$ cat config.mk
export PLATFORM = sky130hd
export DESIGN_NAME = serial_adder
export DESIGN_NICKNAME = d
export VERILOG_FILES = /design/src/rtl/serial_adder.sv
export SDC_FILE = /design/constraint.sdc
export NUM_CORES = 1
export LEC_CHECK = 0
export BUFFER_PORTS_ARGS = -buffer_cell sky130_fd_sc_hd__clkbuf_2
export CORE_ASPECT_RATIO = 0.5
export CORE_MARGIN = 2
export CORE_UTILIZATION = 48
export DETAILED_ROUTE_END_ITERATION = 8
export GPL_ROUTABILITY_DRIVEN = 1
export PLACE_DENSITY = 0.74
export SYNTH_ARGS = -nofsm -noshare
export SYNTH_HDL_FRONTEND = slang
export SYNTH_SLANG_ARGS = --single-unit
export TNS_END_PERCENT = 5
$ cat constraint.sdc
create_clock -name clk -period 1.5 [get_ports clk]
set_clock_uncertainty 0.1 [all_clocks]
set_input_delay 0.15 -clock clk [delete_from_list [all_inputs] [get_ports clk]]
set_output_delay 0.15 -clock clk [all_outputs]
set_load 0.01 [all_outputs]
$ cat src/rtl/serial_adder.sv
// Digit-serial adder: sum = a + b + carry_in, DIGIT bits per clock.
// Ports: in_valid/in_ready take a, b, carry_in; out_valid/out_ready
// return sum, carry_out (unsigned) and overflow (signed).
module serial_adder #(
  parameter int WIDTH = 8,
  parameter int DIGIT = 1
) (
  input  logic             clk,
  input  logic             rst_n,
  input  logic             in_valid,
  output logic             in_ready,
  input  logic [WIDTH-1:0] a,
  input  logic [WIDTH-1:0] b,
  input  logic             carry_in,
  output logic             out_valid,
  input  logic             out_ready,
  output logic [WIDTH-1:0] sum,
  output logic             carry_out,
  output logic             overflow
);

  localparam int STEPS = WIDTH / DIGIT;
  localparam int CW    = $clog2(STEPS + 1);

  typedef enum logic [1:0] {
    IDLE,
    RUN,
    DONE
  } state_t;

  state_t state_q, state_d;

  logic [WIDTH-1:0] a_q, b_q, sum_q;
  logic             c_q;
  logic [CW-1:0]    cnt_q;
  logic             cout_q, ovf_q;

  logic [DIGIT-1:0] slice;
  logic [DIGIT:0]   cy;
  logic [WIDTH-1:0] sum_nx;
  logic             last;

  assign last = (cnt_q == CW'(STEPS - 1));

  // Ripple chain of full adders over the low slice.
  always_comb begin
    cy    = '0;
    slice = '0;
    cy[0] = c_q;
    for (int i = 0; i < DIGIT; i++) begin
      slice[i] = a_q[i] ^ b_q[i] ^ cy[i];
      cy[i+1]  = (a_q[i] & b_q[i])
               | (cy[i] & (a_q[i] ^ b_q[i]));
    end
  end

  // New slice enters at the MSB end; after STEPS
  // shifts the first slice lands at bit 0.
  assign sum_nx = WIDTH'({slice, sum_q} >> DIGIT);

  always_ff @(posedge clk or negedge rst_n) begin
    if (!rst_n) state_q <= IDLE;
    else        state_q <= state_d;
  end

  always_comb begin
    state_d   = state_q;
    in_ready  = 1'b0;
    out_valid = 1'b0;
    unique case (state_q)
      IDLE: begin
        in_ready = 1'b1;
        if (in_valid) state_d = RUN;
      end
      RUN: begin
        if (last) state_d = DONE;
      end
      DONE: begin
        out_valid = 1'b1;
        if (out_ready) state_d = IDLE;
      end
      default: state_d = IDLE;
    endcase
  end

  always_ff @(posedge clk or negedge rst_n) begin
    if (!rst_n) begin
      a_q    <= '0;
      b_q    <= '0;
      sum_q  <= '0;
      c_q    <= 1'b0;
      cnt_q  <= '0;
      cout_q <= 1'b0;
      ovf_q  <= 1'b0;
    end else begin
      unique case (state_q)
        IDLE: begin
          if (in_valid) begin
            a_q   <= a;
            b_q   <= b;
            c_q   <= carry_in;
            cnt_q <= '0;
          end
        end
        RUN: begin
          a_q   <= a_q >> DIGIT;
          b_q   <= b_q >> DIGIT;
          sum_q <= sum_nx;
          c_q   <= cy[DIGIT];
          cnt_q <= cnt_q + CW'(1);
          if (last) begin
            cout_q <= cy[DIGIT];
            // Last slice holds the MSB at its top bit.
            ovf_q  <= cy[DIGIT] ^ cy[DIGIT-1];
          end
        end
        default: ;
      endcase
    end
  end

  assign sum       = sum_q;
  assign carry_out = cout_q;
  assign overflow  = ovf_q;

endmodule
==> metrics.md <==
| Metric | Value |
|---|---|
| Clk_lat worst skew | 0.28 ns |
| GRT met1 Usage | about a quarter |
| Fin crit share | 98.2% |
| CTS tree | yes |
| Die area | 3780 um2 |
| DR vias | about 1,300 |
| Inst Count DP | 233 |
| FMAX | 679 MHz |
| Crit. End Element | register |
| Fin. Hold Viols | 0 |
| DRT Wirelength | 3180 um |
| Critical Path Source | c_q |
| RR Endpoint | overflow |
| Die width | between 80 and 90 um |
| Data arrival, critical path | 1.54 ns |
| Syn Area/Cell | approximately 9.9 um2 |
| Antenna diodes | 0 |
| Crit path depth | 3 |
| Post-synth ARST share | between 90% and 100% |
| CORE AREA | 3070 um2 |
| WP data required | roughly 1.6 ns |
| GRT met2 Usage | 30.1% |
| Wire per inst | roughly 13 um |
| Total gr overflow | 0 |
| Post-synth cell types | 27 |
| RD Place Congestion | 0.759 |
| Post-layout net count | approximately 230 |
| Clock buffer count from CTS | 5 |
| Die H | 44.5 um |
| Worst R2R Path Depth | 3 |
| Vias per Instance | 5.22 |
| RSZ-0062 raised after global routing | yes |
| Slew of the pin with the lowest slew margin | 0.419 ns |
| Port Buf Inserts | 32 |
| Remaining DRCs | 0 |
| Leak Pwr | 0.977 nW |
| Worst-path fanout max | 3 |
| Reg2reg start | c_q |
| Syn. warnings | 0 |
| Sink Count | 33 |
| Clk root buf | clkbuf_8 |
| Final Power | between 3 and 4 mW |
| Total track usage | 19.1% |
| Worst reg-to-reg setup slack | 0.03 ns |
| Antenna violations before repair | 0 |
| Register area share after synthesis | 52.5% |
| Setup violators final | 0 |
| Post-synth EDFFs | 0 |
| Worst path slowest cell | fa_2 |
| Slew Limit Fails | 0 |
| Crit path capture | overflow |
| Initial DRC count | 53 |
| Mapped Area | 1570 um2 |
| Max Cap Viol | 0 |
| Top Usage Layer GRT | met2 |
| CP startpoint kind | register |
| Number of I/O pins | 33 |
| Drt first pass iters | 4 |
| Clock transition at path regs | 0.07 ns |
| Net Count, Synth | around 180 |
| Finished layout cell area | 1980 um2 |
| # fillers | 249 |
| Initial Util | 51.3% |
| Place WS | 0.00592 ns |
| Min Tclk post-route | 1.47 ns |
| Predominant post-synthesis flop cell | dfrtp_1 |
| Worst path top cell family by delay | adder cells |
| Area Overhead vs Synth | 26.0% |
| Placed standard-cell area | 1830 um2 |
| Syn Inst Count | approximately 160 |
| Worst slew margin | 72.0% |
| Layout Utilization | roughly 65% |
| Post-DP HPWL | 2200 um |
| Final instance count without filler cells | 244 |
| Vias in the first global route | 1,191 |
| Min-delay worst type | primary input to register |
| Row count | 14 |
| Status | finished, final reports clean |
| Kind of critical path | register to register |
| VDD IR-drop max | 1070 uV |
| Yosys reg bits | 33 |
| Longest Clk Path Bufs | 2 |
| P per Cell Area | 1890 nW/um2 |
| Critical path's largest stage delay | 0.42 ns |
| DRT antenna net count | 0 |
| Sum of buffers and inverters on the critical path | 0 |
| First-pass GRT wire length | 5530 um |
| Worst-path cell chain | fa_2, xor2_1, mux2_1 |
| Share of layout cells above drive strength 1 | 32.4% |
| Pin count of the biggest net entering global routing | 34 |
| Setup WS post-layout | 0.0275 ns |
| H-tree levels | 2 |
| Post-Route Setup TNS | 0 ns |
| Hold WS | 0.0455 ns |
| GR Layer Usage met3 | 6.34% |
==> cell type report <==
class	instances	area [um2]	share of cell area [%]
well taps	40	50.0	2.53
clock buffers	7	86.3	4.36
clock inverters	1	30.0	1.52
multi-input cells	111	668	33.8
flip-flops and latches	33	827	41.8
inverters	2	7.51	0.379
repair buffers	50	310	15.7
==> tightest hold or removal path, stage by stage <==
cell,delay (ns)
clkbuf_2,0.08
a22oi_1,0.05
o21ai_1,0.10
==> cells in the mapped netlist, types with 2 or more instances <==
master,number,area (um2)
a21oi_1,10,50.1
a22o_1,2,17.5
a22oi_1,12,90.1
a22oi_2,2,25.0
buf_2,8,40.0
buf_6,3,33.8
dfrtp_1,33,826
inv_1,2,7.51
mux2_1,2,22.5
nand2_1,37,139
nand3_1,2,10.0
nor2_1,2,7.51
nor2b_1,13,81.3
o21ai_0,11,55.1
o21ai_1,7,35.0
==> how the worst min path moves through the flow <==
stage	startpoint	end	slack, ns	cells after the start
6_report	a[2]	a_q[2]	0.05	3
5_1_grt	a[0]	a_q[0]	0.04	3
4_1_cts	a[0]	a_q[0]	0.04	3
3_5_place_dp	rst_n	b_q[5]	0.1	2
3_3_place_gp	rst_n	b_q[5]	0.09	2
2_1_floorplan	rst_n	a_q[0]	-0.25	0
==> kinds of logic after synthesis <==
logic type	synth area share, %
and+or+nand+nor	17.6
muxes	2.15
xor gates and xnor gates	0.557
DFF	52.5
AOI/OAI and AO/OA	19.7
buffers and inverters	5.41
adders and majority gates	2.07
==> power by group <==
group | total (mW) | switching [mW] | internal, mW
Clock | 0.857 | 0.316 | 0.541
Combinational | 1.38 | 0.695 | 0.684
Sequential | 1.51 | 0.272 | 1.24
==> sequential cells by signal, summed over array words and instances (netlist names) <==
signal / flops
a_q: 8
b_q: 8
c_q: 1
carry_out: 1
cnt_q: 4
overflow: 1
state_q: 2
sum: 8
==> cell usage in the layout, fill, tap and decap left out, types with 6 or more instances in the layout <==
cell type and count:
o21ai_0 11, o21ai_1 7, a21oi_1 10, nor2b_1 12, a22oi_1 12, dfrtp_1 32
clkbuf_8 6, nand2_1 37, buf_4 16, clkbuf_2 32
==> per-layer routing <==
layer,up-vias,wire length (um)
li1,628,-
met1,615,1600
met2,29,1420
met3,2,147
met4,0,14
met5,-,0
==> what timing repair did <==
item | in CTS | in global routing
pin swaps | 2 | 0
hold buffers | 1 | 0
gates resized for setup | 1 | 2
setup buffers | 2 | 0
endpoints found under the setup margin | 2 | 11
hold endpoints to repair | 33 | 0
No activity file was read; power rests on OpenSTA's default activity.
